### src/rtl/multicycle_controller_pkg.sv
// Shared encodings for the multicycle controller: FSM states, RV32I opcodes,
// immediate/result selects and the opcode-class decoder used by the FSM.
package multicycle_controller_pkg;

   typedef enum logic [3:0] {
      S_IDLE   = 4'd0,
      S_FETCH  = 4'd1,
      S_DECODE = 4'd2,
      S_EXEC   = 4'd3,
      S_MEM_RD = 4'd4,
      S_MEM_WR = 4'd5,
      S_WB     = 4'd6,
      S_BRANCH = 4'd7,
      S_JUMP   = 4'd8,
      S_FAULT  = 4'd9
   } state_e;

   typedef enum logic [6:0] {
      OP_R      = 7'b0110011,
      OP_I      = 7'b0010011,
      OP_LOAD   = 7'b0000011,
      OP_STORE  = 7'b0100011,
      OP_LUI    = 7'b0110111,
      OP_AUIPC  = 7'b0010111,
      OP_BRANCH = 7'b1100011,
      OP_JAL    = 7'b1101111,
      OP_JALR   = 7'b1100111
   } opcode_e;

   typedef enum logic [2:0] {
      IMM_I = 3'd0,
      IMM_S = 3'd1,
      IMM_B = 3'd2,
      IMM_U = 3'd3,
      IMM_J = 3'd4
   } imm_src_e;

   typedef enum logic [1:0] {
      RES_ALU = 2'd0,
      RES_MEM = 2'd1,
      RES_PC4 = 2'd2
   } result_src_e;

   typedef enum logic [2:0] {
      CLS_ALU,
      CLS_LOAD,
      CLS_STORE,
      CLS_BRANCH,
      CLS_JAL,
      CLS_JALR,
      CLS_ILLEGAL
   } op_class_e;

   function automatic op_class_e decode_class(input logic [6:0] op);
      op_class_e cls;
      case (op)
         OP_R, OP_I, OP_LUI, OP_AUIPC: cls = CLS_ALU;
         OP_LOAD:                      cls = CLS_LOAD;
         OP_STORE:                     cls = CLS_STORE;
         OP_BRANCH:                    cls = CLS_BRANCH;
         OP_JAL:                       cls = CLS_JAL;
         OP_JALR:                      cls = CLS_JALR;
         default:                      cls = CLS_ILLEGAL;
      endcase
      return cls;
   endfunction

   // Immediate format needed by EXEC for address/operand generation.
   function automatic imm_src_e exec_imm(input logic [6:0] op);
      imm_src_e imm;
      case (op)
         OP_STORE:         imm = IMM_S;
         OP_LUI, OP_AUIPC: imm = IMM_U;
         default:          imm = IMM_I;
      endcase
      return imm;
   endfunction

endpackage

### src/rtl/multicycle_controller_wait_timer.sv
// Memory wait counter: counts stalled cycles of one access and flags the
// cycle on which one more stall would reach LIMIT.
module mem_wait_timer #(
   parameter int unsigned LIMIT = 16
) (
   input  logic clk,
   input  logic rst,
   input  logic i_clear,
   input  logic i_enable,
   output logic o_expired
);

   logic [7:0] r_count;

   always_ff @(posedge clk or posedge rst) begin
      if (rst)
         r_count <= 8'd0;
      else if (i_clear)
         r_count <= 8'd0;
      else if (i_enable && (r_count != 8'hFF))
         r_count <= r_count + 8'd1;
   end

   // Only raised on a stalled cycle, so a ready on the limit cycle always wins.
   assign o_expired = i_enable && (r_count >= 8'(LIMIT - 1));

endmodule

### src/rtl/multicycle_controller.sv
// Multicycle RV32I control FSM: sequences fetch/decode/execute/memory/write-back,
// counts retired instructions and traps on illegal opcodes or memory timeouts.
module multicycle_controller
   import multicycle_controller_pkg::*;
#(
   parameter int unsigned MEM_TIMEOUT = 16
) (
   input  logic        clk,
   input  logic        rst,
   input  logic        start_i,
   input  logic [6:0]  opcode_i,
   input  logic        mem_ready_i,
   output logic        mem_req_o,
   output logic        mem_we_o,
   output logic        ir_write_o,
   output logic        pc_write_o,
   output logic        branch_o,
   output logic        reg_write_o,
   output logic [2:0]  imm_src_o,
   output logic [1:0]  result_src_o,
   output logic        retire_o,
   output logic [31:0] instret_o,
   output logic        fault_o,
   output logic [3:0]  state_o
);

   state_e      r_state;
   op_class_e   r_cls;
   imm_src_e    r_imm_src;
   result_src_e r_result_src;
   logic        r_mem_req;
   logic        r_mem_we;
   logic        r_pc_write;
   logic        r_branch;
   logic        r_reg_write;
   logic        r_retire;
   logic        r_fault;
   logic [31:0] r_instret;

   logic        w_in_mem;
   logic        w_fetch_done;
   logic        w_retire;
   logic        w_expired;
   op_class_e   w_dec_cls;
   imm_src_e    w_exec_imm;

   assign w_in_mem     = (r_state == S_FETCH) || (r_state == S_MEM_RD) || (r_state == S_MEM_WR);
   assign w_fetch_done = (r_state == S_FETCH) && mem_ready_i;
   assign w_retire     = r_retire || ((r_state == S_MEM_WR) && mem_ready_i);
   assign w_dec_cls    = decode_class(opcode_i);
   assign w_exec_imm   = exec_imm(opcode_i);

   mem_wait_timer #(
      .LIMIT(MEM_TIMEOUT)
   ) u_wait (
      .clk      (clk),
      .rst      (rst),
      .i_clear  (!w_in_mem || mem_ready_i),
      .i_enable (w_in_mem && !mem_ready_i),
      .o_expired(w_expired)
   );

   // Registered outputs are loaded together with the state they belong to.
   always_ff @(posedge clk or posedge rst) begin
      if (rst) begin
         r_state      <= S_IDLE;
         r_cls        <= CLS_ALU;
         r_imm_src    <= IMM_I;
         r_result_src <= RES_ALU;
         r_mem_req    <= 1'b0;
         r_mem_we     <= 1'b0;
         r_pc_write   <= 1'b0;
         r_branch     <= 1'b0;
         r_reg_write  <= 1'b0;
         r_retire     <= 1'b0;
         r_fault      <= 1'b0;
         r_instret    <= 32'd0;
      end else begin
         r_pc_write  <= 1'b0;
         r_branch    <= 1'b0;
         r_reg_write <= 1'b0;
         r_retire    <= 1'b0;
         r_imm_src   <= IMM_I;
         if (w_retire)
            r_instret <= r_instret + 32'd1;

         case (r_state)
            S_IDLE: begin
               if (start_i) begin
                  r_state   <= S_FETCH;
                  r_mem_req <= 1'b1;
               end
            end
            S_FETCH: begin
               if (mem_ready_i) begin
                  r_state   <= S_DECODE;
                  r_mem_req <= 1'b0;
               end else if (w_expired) begin
                  r_state   <= S_FAULT;
                  r_mem_req <= 1'b0;
                  r_fault   <= 1'b1;
               end
            end
            S_DECODE: begin
               r_cls <= w_dec_cls;
               case (w_dec_cls)
                  CLS_ALU, CLS_LOAD, CLS_STORE: begin
                     r_state   <= S_EXEC;
                     r_imm_src <= w_exec_imm;
                  end
                  CLS_BRANCH: begin
                     r_state   <= S_BRANCH;
                     r_branch  <= 1'b1;
                     r_imm_src <= IMM_B;
                     r_retire  <= 1'b1;
                  end
                  CLS_JAL, CLS_JALR: begin
                     r_state      <= S_JUMP;
                     r_pc_write   <= 1'b1;
                     r_reg_write  <= 1'b1;
                     r_result_src <= RES_PC4;
                     r_imm_src    <= (w_dec_cls == CLS_JAL) ? IMM_J : IMM_I;
                     r_retire     <= 1'b1;
                  end
                  default: begin
                     r_state <= S_FAULT;
                     r_fault <= 1'b1;
                  end
               endcase
            end
            S_EXEC: begin
               case (r_cls)
                  CLS_LOAD: begin
                     r_state      <= S_MEM_RD;
                     r_mem_req    <= 1'b1;
                     r_result_src <= RES_MEM;
                  end
                  CLS_STORE: begin
                     r_state   <= S_MEM_WR;
                     r_mem_req <= 1'b1;
                     r_mem_we  <= 1'b1;
                  end
                  default: begin
                     r_state      <= S_WB;
                     r_reg_write  <= 1'b1;
                     r_result_src <= RES_ALU;
                     r_retire     <= 1'b1;
                  end
               endcase
            end
            S_MEM_RD: begin
               if (mem_ready_i) begin
                  r_state     <= S_WB;
                  r_mem_req   <= 1'b0;
                  r_reg_write <= 1'b1;
                  r_retire    <= 1'b1;
               end else if (w_expired) begin
                  r_state      <= S_FAULT;
                  r_mem_req    <= 1'b0;
                  r_result_src <= RES_ALU;
                  r_fault      <= 1'b1;
               end
            end
            S_MEM_WR: begin
               // Request stays up: the next instruction fetch follows directly.
               if (mem_ready_i) begin
                  r_state  <= S_FETCH;
                  r_mem_we <= 1'b0;
               end else if (w_expired) begin
                  r_state   <= S_FAULT;
                  r_mem_req <= 1'b0;
                  r_mem_we  <= 1'b0;
                  r_fault   <= 1'b1;
               end
            end
            S_WB, S_BRANCH, S_JUMP: begin
               r_state      <= S_FETCH;
               r_mem_req    <= 1'b1;
               r_result_src <= RES_ALU;
            end
            S_FAULT: begin
               r_state <= S_FAULT;
            end
            default: begin
               r_state <= S_IDLE;
            end
         endcase
      end
   end

   assign mem_req_o    = r_mem_req;
   assign mem_we_o     = r_mem_we;
   assign ir_write_o   = w_fetch_done;
   assign pc_write_o   = w_fetch_done || r_pc_write;
   assign branch_o     = r_branch;
   assign reg_write_o  = r_reg_write;
   assign imm_src_o    = r_imm_src;
   assign result_src_o = r_result_src;
   assign retire_o     = w_retire;
   assign instret_o    = r_instret;
   assign fault_o      = r_fault;
   assign state_o      = r_state;

endmodule

### config.mk
export PLATFORM = sky130hd
export DESIGN_NAME = multicycle_controller
export DESIGN_NICKNAME = d
export VERILOG_FILES = /design/src/rtl/multicycle_controller_pkg.sv /design/src/rtl/multicycle_controller_wait_timer.sv /design/src/rtl/multicycle_controller.sv
export SDC_FILE = /design/constraint.sdc
export NUM_CORES = 1
export LEC_CHECK = 0
export BUFFER_PORTS_ARGS = -buffer_cell sky130_fd_sc_hd__buf_2
export CORE_MARGIN = 4
export CORE_UTILIZATION = 44
export CTS_BUF_LIST = sky130_fd_sc_hd__clkbuf_4 sky130_fd_sc_hd__clkbuf_8
export CTS_CLUSTER_SIZE = 12
export DETAILED_ROUTE_END_ITERATION = 6
export GPL_TIMING_DRIVEN = 0
export PLACE_DENSITY = 0.66
export SLEW_MARGIN = 5
export SYNTH_ARGS = -nofsm -noshare
export SYNTH_HDL_FRONTEND = slang
export SYNTH_SLANG_ARGS = --single-unit
### constraint.sdc
create_clock -name clk -period 2.9 [get_ports clk]
set_input_delay 0.435 -clock clk [delete_from_list [all_inputs] [get_ports clk]]
set_output_delay 0.435 -clock clk [all_outputs]
set_load 0.005 [all_outputs]
==> results.md <==
- The run finished with clean final reports.
- The post-CTS repair timing setup buffer count is 0.
- The hold violation total from the final report is 0.
- Dividing the detail-routed via count by the number of cells gives 5.466.
- The total count of max-transition violations in the final report is 0.
- Counting cells, the worst reg-to-reg path comes to 7.
- The worst hold path belongs to the class primary input to async pin.
- The first global-routing pass estimated 10,340 um of wire.
- The setup clock skew after layout is 7.402 ps.
- For this block, the via count after detailed routing is 2,394.
- The routed length per instance is 14.43 um.
- For the finished layout, the period the worst path requires is 2115 ps.
- In this design, the largest share of critical-path delay is due to simple AND/OR/NAND/NOR gates.
- The final layout contains routed wiring with a total length of 6321 um.
- Summing the sequential cell areas from Yosys gives 50.84% of the chip area.
- The critical path crosses 5 cells after its start point.
- For this block, the initial DRC count from the detailed router was 126.
- The antenna cell count is 0.
- The full die area is 0.007964 mm^2.
- Measured along the x axis, the die boundary spans 89.24 um.
- The number of warning messages in the yosys log is 0.
- The number of nets in the synthesized netlist is 300.
- The total CTS buffers is 9.
- The leading cell type by number of instances after synthesis is dfrtp_1.
- For the worst setup path, the data arrival time is 1680 ps.
- 60 I/O pins were placed.
- For the pin with the worst max-slew slack, the measured transition is 627.9 ps.
- The critical path goes through buf_2 -> nor2_2 -> and3_1 -> or2_2 -> buf_2.
- The end point of the critical path is pc_write_o.
- The synthesized netlist cell count is 287.
- The floorplan step defined a core boundary enclosing 0.006386 mm^2.
- For the worst setup path, the data required time is 2470 ps.
- The achievable frequency is 472.9 MHz.
- In the final layout, the share of cells above drive strength 1 is 25.48%.
- The worst register-to-register path begins at state_o[0].
- The number of remaining DRC errors is 0.
- The worst register-to-register path ends at instret_o[23].
- The setup check on the worst reg-to-reg path leaves a slack of 1000 ps.
- During placement, the flow inserted port buffers numbering 58.
- The most numerous cell type found on the critical path is buf_2.
- The via count of the first global-routing pass is 2,230.
- The clock root buffer is clkbuf_8.
- The startpoint class of the critical path is a flop.
- For this configuration, the core starts out at a cell density of 45.47%.
- Across the VDD grid, the largest voltage drop is 0.0003459 V.
- The clock passes through at most 2 buffers.
- Setup repair after global routing left no endpoint under its margin.
- The number of cells upsized or downsized after cts is 0.
- The CTS H-tree depth is 3.
- The clock net in this run drives a total of 59 sinks.
- The multi-input combinational cell area is 0.001340 mm^2.
- The count of nets left with antenna violations once routing finished came out at 0.
- The most instantiated flip-flop cell in the synthesis netlist is dfrtp_1.
- Measured against its own limit, the worst slew margin works out to 58.14%.
- STA classifies the critical path endpoint as an output port.
- Summed over all failing endpoints, the final setup total negative slack is 0 ps.
- Routability-driven placement finished with a final weighted congestion of 0.8512.
- The critical path starts at state_o[2].
- The number of rows in the core area is 29.
- The slowest stage of the critical path belongs to the cell dfrtp_1.
- TritonCTS built the clock tree.
- The maximum fanout along the worst path is 10.
- The largest total area in the synthesized netlist belongs to dfrtp_1.
- The sequential cells in the finished layout cover a total of 0.001476 mm^2.
- The synthesized netlist occupies a cell area of 0.002904 mm^2.
- Max-cap violations in this run came to 0.
- Counting both buffers and inverters, the worst setup path holds a total of 2.
- The area added between synthesis and finish is 20.94%.
- The final-stage net count is 370.
- The combined global-route utilization of all metal layers is 16.89%.
- The number of antenna violations at the first check in global routing is 0.
- Averaged over all synthesized cells, the footprint is 10.12 um^2.
- The number of enable-type register cells in the synthesized netlist is 0.
- The worst setup timing slack at the placement stage is 949.5 ps.
- The number of distinct library cells after synthesis is 49.
- After filler insertion, the fill cell instance count of the layout stands at 579.
- In the post-synthesis netlist, the biggest area contributors are dfrtp_1 (51%), xnor2_1 (8.4%), nand3_1 (4.1%), nand2_1 (3.6%), nor2_1 (3.0%).
- The total setup violations reported at the end of the flow is 0.
- Summed over its instances, the top area cell type makes up 50.84% of the synthesized netlist area.
- After clock tree synthesis, the clock-pin slew on the worst setup and hold paths is 70 ps.
- The setup slack after layout is 785.2 ps.
- The critical path's largest stage delay is 420 ps.
- The number of hold buffers added after CTS was 0.
- The first detailed-routing pass took 4 iterations.
- The pin count of the biggest net entering global routing is 36.
- The final global-route overflow total is 0.
- The critical path is of the flop to output port type.
- Dividing total power by cell area gives a power density of 744.6 mW/mm^2.
- The analysis attributes to cell leakage a power of 0.001670 uW.
- The die extent in y is 89.24 um.
- The placed wire-length estimate after detailed placement is 4564 um.
- By count the netlist is led by dfrtp_1 (59), nand2_1 (28), xnor2_1 (28).
- After synthesis the netlist holds a flip-flop and latch count of 59.
- For this run, asynchronously set or reset flops after synthesis account for 100.0%.
- The source-to-sink clock delay at the later pin of the worst-skew pair is 340 ps.
- The post-route clock period utilization is 72.92%.
[registers in the layout (all words and copies together), names as in the netlist]
register / count
branch_o: 1
fault_o: 1
imm_src_o: 3
instret_o: 32
mem_req_o: 1
mem_we_o: 1
r_cls: 3
r_pc_write: 1
r_retire: 1
reg_write_o: 1
result_src_o: 2
state_o: 4
u_wait.r_count: 8
[how the worst min path moves through the flow]
stage               endpoint  slack (ps)  cells after the start
6_report       instret_o[29]         140                      2
5_1_grt        instret_o[29]         170                      2
4_1_cts        instret_o[29]         140                      2
3_5_place_dp   instret_o[31]         460                      1
3_3_place_gp   instret_o[31]         450                      1
2_1_floorplan        fault_o         460                      1
[routing by layer]
metal | global-route usage [%] | up-vias | wire length, um | share of wire (%)
li1 | - | 1160 | - | -
met1 | 22.40 | 1136 | 2928 | 46
met4 | 8.660 | 0 | 111 | 1.8
met3 | 4.424 | 11 | 417 | 6.6
met2 | 25.45 | 87 | 2863 | 45
met5 | 0 | - | 0 | 0
[where the power goes]
group | switching [uW] | internal, uW | total, uW
clock | 321 | 437 | 758
sequential | 126 | 942 | 1070
combinational | 440 | 349 | 789
total | 888 | 1730 | 2620
[cells by family after synthesis]
family / after synthesis / synth area share (%)
xor gates and xnor gates: 36 / 10.86
adders and majority gates: 2 / 0.8616
AOI/OAI and AO/OA: 37 / 9.092
DFF: 59 / 50.84
and+or+nand+nor: 130 / 23.48
muxes: 5 / 1.853
buffers and inverters: 18 / 3.016
[metrics by stage]
step | cells | total power [uW] | util, % | instance area [um^2] | hold WS, ps
floorplan | 287 | 1609 | - | 2904 | 461.0
global placement | 422 | 1852 | 51.53 | 3291 | 455.0
detailed placement | 423 | 1868 | 51.84 | 3311 | 457.5
CTS | 438 | 2646 | 55.00 | 3512 | 140.5
global route | 438 | 2784 | 55.00 | 3512 | 165.5
finish | 438 | 2615 | 55.00 | 3512 | 138.7
[worst reg2reg max path: stages (launching register included)]
cell and delay [ps]:
dfrtp_1 330, buf_2 220, nand4bb_1 190, o21ai_2 410, and2_1 180, buf_2 190
nand4_1 130, xnor2_1 140
[placed cells by master (no fill, tap or decap), drive strengths merged, types with 6 or more instances in the layout]
| master | netlist | routed |
|---|---|---|
| dfrtp | 59 | 59 |
| buf | 7 | 66 |
| a21oi | 11 | 11 |
| nand2 | 28 | 28 |
| xnor2 | 28 | 28 |
| xor2 | 8 | 8 |
| nand4 | 13 | 13 |
| o21ai | 6 | 6 |
| inv | 6 | 6 |
| nor2 | 25 | 25 |
| nor3 | 10 | 10 |
| clkbuf | 5 | 16 |
| nand3 | 24 | 24 |
[layout make-up]
class                   count  share of cell area, %
clock inverters             4                  1.425
multi-input cells         210                  38.15
repair buffers             59                  8.835
inverters                   6                 0.6413
plain buffers              12                  1.853
clock buffers              11                  4.311
flip-flops and latches     59                  42.04
well taps                  77                  2.743
Note: power is estimated with default switching activity, not from simulation.
